[src/rtl/wishbone_pkg.sv]
// wishbone_pkg
//   Shared definitions for the Wishbone master/slave pair: bus widths, the
//   slave FSM state encoding and the value returned for out-of-range reads.
package wishbone_pkg;

    localparam int DATA_W = 64;
    localparam int ADDR_W = 32;
    // Wait-state counter width; covers WAIT_CYCLES up to 15.
    localparam int WAIT_W = 4;

    localparam logic [DATA_W-1:0] OOR_READ_DATA = 64'hDEAD_BEEF_DEAD_BEEF;

    typedef enum logic [1:0] {
        ST_IDLE = 2'd0,
        ST_WAIT = 2'd1,
        ST_ACK  = 2'd2,
        ST_HOLD = 2'd3
    } wb_state_t;

endpackage

[src/rtl/wishbone_regfile_mem.sv]
// wishbone_regfile_mem
//   DEPTH x 64-bit storage with one write port and one registered read port.
//   All words and the read register clear asynchronously on reset.
// Ports:
//   clk_i, rst_i           clock, async active-low reset
//   wr_en_i/idx/data       write port, commits on the rising edge
//   rd_en_i                load the read register this edge
//   rd_hit_i               1 = load the addressed word, 0 = load OOR_READ_DATA
//   rd_idx_i               read word index
//   rd_data_o              registered read data, holds between loads
module wishbone_regfile_mem
    import wishbone_pkg::*;
#(
    parameter int DEPTH = 16,
    parameter int IDX_W = 4
) (
    input  logic              clk_i,
    input  logic              rst_i,
    input  logic              wr_en_i,
    input  logic [IDX_W-1:0]  wr_idx_i,
    input  logic [DATA_W-1:0] wr_data_i,
    input  logic              rd_en_i,
    input  logic              rd_hit_i,
    input  logic [IDX_W-1:0]  rd_idx_i,
    output logic [DATA_W-1:0] rd_data_o
);

    logic [DATA_W-1:0] mem_q [DEPTH];
    logic [DATA_W-1:0] rd_q;

    always_ff @(posedge clk_i or negedge rst_i) begin
        if (!rst_i) begin
            for (int i = 0; i < DEPTH; i++) begin
                mem_q[i] <= '0;
            end
            rd_q <= '0;
        end else begin
            if (wr_en_i) begin
                mem_q[wr_idx_i] <= wr_data_i;
            end
            if (rd_en_i) begin
                rd_q <= rd_hit_i ? mem_q[rd_idx_i] : OOR_READ_DATA;
            end
        end
    end

    assign rd_data_o = rd_q;

endmodule

[src/rtl/wishbone_slave_regfile.sv]
// wishbone_slave_regfile
//   Classic single-transfer Wishbone slave in front of a 64-bit register file.
//   Each request is acknowledged exactly once, after WAIT_CYCLES wait states;
//   the slave then holds off until the strobe drops before accepting again.
// Ports:
//   clk_i, rst_i       clock, async active-low reset
//   cyc_i, stb_i       bus cycle / strobe; request = cyc_i & stb_i
//   we_i               1 = write, 0 = read
//   addr_i             byte address (bits [2:0] ignored)
//   data_i             write data
//   ack_o              one-cycle registered acknowledge
//   data_o             registered read data, held until the next read ack
//   xfer_count_o       acknowledged transfers, wraps at 2^16
//   state_o            current FSM state (debug)
//
// Handshake: the master raises cyc_i & stb_i (its "valid") with we/addr/data
// stable; the slave samples those only in IDLE and answers with a single
// ack_o pulse (its "ready"). A transfer completes on that pulse. The master
// may keep the request high afterwards; the slave ignores it until it has
// seen the request low for one cycle.
module wishbone_slave_regfile
    import wishbone_pkg::*;
#(
    parameter logic [31:0] ADDR_BASE   = 32'h0000_0000,
    parameter int          DEPTH       = 16,
    parameter int          WAIT_CYCLES = 0
) (
    input  logic              clk_i,
    input  logic              rst_i,
    input  logic              cyc_i,
    input  logic              stb_i,
    input  logic              we_i,
    input  logic [ADDR_W-1:0] addr_i,
    input  logic [DATA_W-1:0] data_i,
    output logic              ack_o,
    output logic [DATA_W-1:0] data_o,
    output logic [15:0]       xfer_count_o,
    output logic [1:0]        state_o
);

    localparam int IDX_W = (DEPTH > 1) ? $clog2(DEPTH) : 1;
    // One bit wider than the bus so the upper bound cannot wrap.
    localparam logic [ADDR_W:0] ADDR_END =
        {1'b0, ADDR_BASE} + (ADDR_W + 1)'(8 * DEPTH);
    localparam logic [WAIT_W-1:0] WAIT_LOAD = WAIT_W'(WAIT_CYCLES);

    wb_state_t         state_q;
    logic [WAIT_W-1:0] wait_cnt_q;
    logic              we_q;
    logic              hit_q;
    logic [IDX_W-1:0]  idx_q;
    logic [DATA_W-1:0] wdata_q;
    logic              ack_q;
    logic [15:0]       xfer_cnt_q;

    logic              req;
    logic              live_hit;
    logic [IDX_W-1:0]  live_idx;
    logic              enter_ack;
    logic              op_we;
    logic              op_hit;
    logic [IDX_W-1:0]  op_idx;
    logic [DATA_W-1:0] op_wdata;

    assign req      = cyc_i & stb_i;
    assign live_hit = (addr_i >= ADDR_BASE) && ({1'b0, addr_i} < ADDR_END);
    assign live_idx = IDX_W'((addr_i - ADDR_BASE) >> 3);

    // With no wait states the ACK-entering edge is the IDLE sampling edge,
    // so the operation must come straight from the bus rather than the
    // capture registers, which are only loaded on that same edge.
    always_comb begin
        enter_ack = 1'b0;
        op_we     = we_q;
        op_hit    = hit_q;
        op_idx    = idx_q;
        op_wdata  = wdata_q;
        case (state_q)
            ST_IDLE: begin
                enter_ack = req && (WAIT_CYCLES == 0);
                op_we     = we_i;
                op_hit    = live_hit;
                op_idx    = live_idx;
                op_wdata  = data_i;
            end
            ST_WAIT: enter_ack = req && (wait_cnt_q == WAIT_W'(1));
            default: enter_ack = 1'b0;
        endcase
    end

    always_ff @(posedge clk_i or negedge rst_i) begin
        if (!rst_i) begin
            state_q    <= ST_IDLE;
            wait_cnt_q <= '0;
            we_q       <= 1'b0;
            hit_q      <= 1'b0;
            idx_q      <= '0;
            wdata_q    <= '0;
            ack_q      <= 1'b0;
            xfer_cnt_q <= '0;
        end else begin
            ack_q <= enter_ack;
            if (enter_ack) begin
                xfer_cnt_q <= xfer_cnt_q + 16'd1;
            end
            case (state_q)
                ST_IDLE: begin
                    if (req) begin
                        we_q       <= we_i;
                        hit_q      <= live_hit;
                        idx_q      <= live_idx;
                        wdata_q    <= data_i;
                        wait_cnt_q <= WAIT_LOAD;
                        state_q    <= (WAIT_CYCLES > 0) ? ST_WAIT : ST_ACK;
                    end
                end
                ST_WAIT: begin
                    // An abandoned request leaves nothing behind: the
                    // write/read only happens on the ACK-entering edge.
                    if (!req) begin
                        state_q <= ST_IDLE;
                    end else if (wait_cnt_q == WAIT_W'(1)) begin
                        state_q <= ST_ACK;
                    end else begin
                        wait_cnt_q <= wait_cnt_q - WAIT_W'(1);
                    end
                end
                ST_ACK: state_q <= ST_HOLD;
                ST_HOLD: begin
                    if (!req) begin
                        state_q <= ST_IDLE;
                    end
                end
                default: state_q <= ST_IDLE;
            endcase
        end
    end

    wishbone_regfile_mem #(
        .DEPTH (DEPTH),
        .IDX_W (IDX_W)
    ) u_mem (
        .clk_i     (clk_i),
        .rst_i     (rst_i),
        .wr_en_i   (enter_ack & op_we & op_hit),
        .wr_idx_i  (op_idx),
        .wr_data_i (op_wdata),
        .rd_en_i   (enter_ack & ~op_we),
        .rd_hit_i  (op_hit),
        .rd_idx_i  (op_idx),
        .rd_data_o (data_o)
    );

    assign ack_o        = ack_q;
    assign xfer_count_o = xfer_cnt_q;
    assign state_o      = state_q;

endmodule
[config.mk]
export PLATFORM = sky130hd
export DESIGN_NAME = wishbone_slave_regfile
export DESIGN_NICKNAME = d
export VERILOG_FILES = /design/src/rtl/wishbone_pkg.sv /design/src/rtl/wishbone_regfile_mem.sv /design/src/rtl/wishbone_slave_regfile.sv
export SDC_FILE = /design/constraint.sdc
export NUM_CORES = 2
export LEC_CHECK = 0
export BUFFER_PORTS_ARGS = -buffer_cell sky130_fd_sc_hd__buf_2
export CAP_MARGIN = 20
export CORE_ASPECT_RATIO = 1.4
export CORE_MARGIN = 2
export CORE_UTILIZATION = 40
export DETAILED_ROUTE_END_ITERATION = 10
export GPL_ROUTABILITY_DRIVEN = 0
export GPL_TIMING_DRIVEN = 0
export PLACE_DENSITY = 0.64
export SYNTH_ARGS = -nofsm -noshare
export SYNTH_HDL_FRONTEND = slang
export SYNTH_SLANG_ARGS = --single-unit
[constraint.sdc]
create_clock -name clk_i -period 5.7 [get_ports clk_i]
set_input_delay 1.14 -clock clk_i [delete_from_list [all_inputs] [get_ports clk_i]]
set_output_delay 1.14 -clock clk_i [all_outputs]
set_load 0.02 [all_outputs]
# Yosys cells after proc, flatten, opt, wreduce, memory -nomap -nowiden
# Index checks and enable logic that the tools add are counted.
# totals
reg_bits,1181
latch_bits,0
mem_bits_rw,0
rom_bits,0
inputBits,101
output_inout_bits,83
elab_cells,75
memories,0
# op_classes
n_addsub,2
multipliers,0
div_mod_pow,0
order_cmp,4
eq_ne,9
n_shift,0
muxes,21
n_bitwise,6
reduce_logical,8
# op_table
cell,count
$bwmux 1024,1
$mux 64,5
$bmux 64 s4,1
$demux 64 s4,1
$ge 32x1->1 const B,1
$lt 32x8->1 const B,1
$add 16x1->16 const B,1
$mux 4,4
$mux 2,4
$ne 2x2->1 const B,4
$pmux 2 s4,1
$pmux 4 s2,1
$ge 5x5->1 const B,1
$lt 5x1->1 const B,1
$not 4->5,1
$and 1x1->1,4
$eq 2x2->1 const B,2
$eq 4x1->1 const B,1
$reduce_and 4->1,1
$sub 4x1->4 const B,1
$logic_and 1x1->1,3
$ne 3x3->1 const B,1
$reduce_and 3->1,1
$eq 2x1->1 const B,1
6 further kinds,7

# Logic depth before layout (Yosys ltp)
# logic_depth
depth_word,8
depth_mapped,12
mapped_depth_nobuf,9

# Cells and area by module
# A second synthesis with hierarchy kept.
# hier_totals
cells_unflattened,3698
area_unflattened_um2,52554.2
# modules_own_cells
mod,instances,cells_per_inst,area_per_inst_um2,seq_area_each_um2
wishbone_regfile_mem,1,3071,47952.2,27226.1
wishbone_slave_regfile,1,627,4601.9,2327.2

# Least setup slack after synthesis
# Ideal clock, no wire load.
# synth_path
path_type,in2reg
from,input port addr_i[30]
to,register u_mem.mem_q[1016] (netlist bit)
setup_time_ns,0.130
arrival_time_ns,2.985
slack_ns,2.585
cell_stages,9
path_cell_list,nor4_1 -> nand4_1 -> o31a_1 -> buf_4 -> or4_4 -> buf_6 -> buf_2 -> nand2_1 -> o21ai_2
# synth_between
elab_chain_cells,4
# synth_lines
item,line_no,text
start: declaration,wishbone_slave_regfile.sv:33,"input logic [ADDR_W-1:0] addr_i,"
$ge 32x1->1 or $lt 32x8->1 (tied branches),wishbone_slave_regfile.sv:66,"assign live_hit = (addr_i >= ADDR_BASE) && ({1'b0, addr_i} < ADDR_END);"
$logic_and 1x1->1 *,wishbone_slave_regfile.sv:66,
$mux 1 *,wishbone_slave_regfile.sv:78,case (state_q)
$and 1x1->1 *,wishbone_slave_regfile.sv:145,".wr_en_i (enter_ack & op_we & op_hit),"
end signal: indexed assignment,wishbone_regfile_mem.sv:39,mem_q[wr_idx_i] <= wr_data_i;
end: declaration,wishbone_regfile_mem.sv:28,logic [DATA_W-1:0] mem_q [DEPTH];
# Every way passes the cells marked *; elsewhere a longest branch is shown, timed or not.
# A chain may end at the register's enable or synchronous reset.

# Worst setup path after layout
# layout_path
from,"register state_q[1], in the netlist state_o[1]"
to,"register u_mem.rd_q[22], in the netlist u_mem.rd_data_o[22]"
# layout_between
elab_chain_cells,7
# layout_lines
item,line_no,text
start: declaration,wishbone_slave_regfile.sv:47,wb_state_t state_q;
start signal: assignment,wishbone_slave_regfile.sv:114,state_q <= (WAIT_CYCLES > 0) ? ST_WAIT : ST_ACK;
$logic_not 2->1,wishbone_slave_regfile.sv:78,
$mux 4,wishbone_slave_regfile.sv:78,
$not 4->5 (not written as such),wishbone_regfile_mem.sv:42,rd_q <= rd_hit_i ? mem_q[rd_idx_i] : OOR_READ_DATA;
$bmux 64 s4,wishbone_regfile_mem.sv:42,
$mux 64 (not written as such) (2 in series),wishbone_regfile_mem.sv:42,
$mux 64,wishbone_regfile_mem.sv:42,
end signal: assignment,wishbone_regfile_mem.sv:42,
end: declaration,wishbone_regfile_mem.sv:29,logic [DATA_W-1:0] rd_q;
# Parallel ways exist; a longest one is shown, timed or not. The select of a mux whose other input is x is not followed.

==> results.md <==
- Seq/Total Area, Yosys: 58.8%
- Final WL: 196000 µm
- Yosys Warn Count: 0
- # port buffers: 180
- Clock-pin slew on the worst setup and hold paths: 0.06 ns
- CTS tree: done
- Mapped Cells: 4795
- Vias in the first global route: 40800
- Clk_skew: 0.0311 ns
- Min Clock Period, post-route: 4.48 ns
- Max-cap violation count: 0
- Setup Buffers After CTS: 0
- Die W: 304 µm
- WHS: 0.295 ns
- Async SR Flop Fraction: 100%
- Final Hold Fails: 0
- Min-Delay Path Class: primary input to asynchronous set/reset pin
- Slew @ Worst Pin: 1.29 ns
- Worst Setup End Kind: flop
- CP arrival: 5.11 ns
- Reg-to-reg startpoint: state_o[1]
- Post-synth EDFFs: 0
- Final Net Count: 5220
- Leak Pwr: 25.5 nW
- Vias after detailed routing: 42000
- Pwr dens: 471 nW/µm²
- Clk buf depth: 3
- Period utilization: 78.5%
- Initial antenna violation count: 19
- Die Ht: 424 µm
- Clk_lat worst skew: 0.73 ns
- Reg area: 29600 µm²
- Number of synthesized register bits: 1181
- Drt drc: 0
- Area share of the leading cell type in the synthesized netlist: 58.8%
- Fin. max-slew vios: 0
- Final ANT Viol Nets: 0
- Max IR drop VDD: 0.000322 V
- Cells resized by post-CTS repair: 0
- Status: finished clean
- Worst slew margin: 13.9%
- Clock Sinks: 1181
- R2R setup slack: 1.22 ns
- Post-synthesis area per instance: 10.5 µm²
- CP startpoint: state_o[1]
- Fin Setup TNS: 0 ns
- Core ar.: 124000 µm²
- Via density: 6.14
- Crit path max fanout: 10
- Pin count of the biggest net entering global routing: 175
- Req. time, crit path: 6.33 ns
- CP Launch Type: flop
- Number of buffers created by CTS: 109
- Drt pass-1 iters: 6
- Fmax: 223 MHz
- Dominant cells by area after synthesis: dfrtp_1 59%, nand2_1 8.4%, o21ai_1 5.1%
- Post-CTS Hold Fix Bufs: 0
- Syn_nets: 4899
- Ports: 184
- Synth Flop Type: dfrtp_1
- DP HPWL: 136000 µm
- RSZ-0062 raised after global routing: false
- Cell taking the most area after synthesis: dfrtp_1
- Cell Area, Synth: 50300 µm²
- WS Path Type: flop to flop
- Tot GR Track Use: 29.9%
- Site Rows: 153
- Register-to-Register Path Depth: 10
- Synth cell types: 56
- Initial Util: 40.4%
- DIE AREA: 129000 µm²
- Global route overflow: 0
- RR Endpoint: u_mem.rd_data_o[22]
- DR iter-0 viols: 4987
- Max H-tree Level: 3
- Area of the multi-input gates: 18400 µm²
- Share of cells above drive strength 1: 16.2%
- Endpoints failing setup: 0
- First-pass GRT wire length: 282000 µm
- # fillers: 11700
- WL/cell: 28.6 µm
- Root buffer selected by CTS: clkbuf_16
- Area Overhead vs Synth: 14.5%
layout by cell type (no fill, tap or decap), drive strengths merged, types with 4 or more instances in the layout:
| master | instances |
|---|---|
| clkbuf | 381 |
| clkinv | 18 |
| mux2 | 200 |
| nor4 | 6 |
| nand4 | 19 |
| o21ai | 982 |
| inv | 8 |
| o21a | 4 |
| o32a | 48 |
| a221oi | 192 |
| or3 | 4 |
| mux2i | 66 |
| buf | 448 |
| nand2b | 5 |
| o22ai | 225 |
| bufinv | 9 |
| nor2 | 12 |
| nor3 | 4 |
| dfrtp | 1181 |
| nand3 | 16 |
| diode | 8 |
| or4 | 12 |
| a22o | 192 |
| nand2 | 1125 |
| clkinvlp | 6 |
| xnor2 | 14 |
where the power goes:
group | switching (mW) | internal [mW]
combinational | 7.92 | 2.24
sequential | 0.414 | 8.87
clock | 3.35 | 4.32
cell usage after synthesis (all sizes together) (5+ instances only):
cell and instances:
a221oi 192, a22o 192, buf 238, clkbuf 218, dfrtp 1181, mux2 200, mux2i 66, nand2 1125
nand2b 5, nand3 16, nand4 19, nor2 12, nor4 6, o21ai 982, o22ai 225, o32a 48
or4 12, xnor2 14
stage by stage:
stage / power, mW / utilization [%] / cells / worst slack [ns] / cell area, µm²
6_report: 27.1 / 46.3 / 6841 / 1.22 / 57600
5_1_grt: 27.7 / 46.3 / 6835 / 1.31 / 57600
4_1_cts: 26.8 / 46.3 / 6832 / 1.44 / 57600
3_5_place_dp: 19.2 / 43.3 / 6631 / 1.29 / 53900
3_3_place_gp: 18.8 / 42.8 / 6602 / -22.15 / 53200
2_1_floorplan: 14.0 / - / 4795 / 2.59 / 50300
worst max-delay path, stage by stage, from the launching register on:
cell,delay [ns]
dfrtp_1,0.39
buf_6,0.15
nor2_2,0.22
buf_2,0.57
o31a_1,0.24
buf_2,0.29
buf_1,0.88
o22ai_1,0.18
o21ai_0,0.70
nand4_1,0.45
o21ai_0,0.26
flip-flops by register name, indices dropped and copies added (netlist names):
register / flops
ack_o: 1
u_mem.rd_data_o: 64
hit_q: 1
idx_q: 4
wait_cnt_q: 4
state_o: 2
xfer_count_o: 16
u_mem.mem_q: 1024
wdata_q: 64
we_q: 1
cell families after synthesis:
kind of cell	synth area share (%)
flip-flops	58.8
adder cells (fa/ha/maj)	0.0746
AO/OA/AOI/OAI	20.6
XOR/XNOR	0.296
multiplexers	5.88
AND/OR/NAND/NOR	9.61
buffers and inverters	4.75
metal layers:
metal	vias up	global-route usage, %	wire length [µm]
li1	17800	-	-
met1	21200	36.0	71200
met2	2326	46.8	87600
met3	692	6.44	18300
met4	18	23.8	18400
met5	-	0	130
final cells by class:
cell class	count	share of cell area [%]
flip-flops and latches	1181	51.3
multi-input cells	3155	31.9
clock buffers	163	5.61
plain buffers	456	4.15
well taps	1627	3.54
repair buffers	210	2.62
clock inverters	38	0.806
diodes	8	0.0348
inverters	3	0.0196
worst max-delay path by stage:
stage | endpoint | slack, ns | depth (start not counted)
final | u_mem.rd_data_o[22] | 1.22 | 10
after global placement | wdata_q[60] | -22.15 | 1
after CTS | u_mem.rd_data_o[22] | 1.44 | 10
after global routing | u_mem.rd_data_o[22] | 1.31 | 10
after floorplan | u_mem.mem_q[1016] | 2.59 | 9
after detailed placement | u_mem.rd_data_o[56] | 1.29 | 9
(Power assumes the default switching activity.)
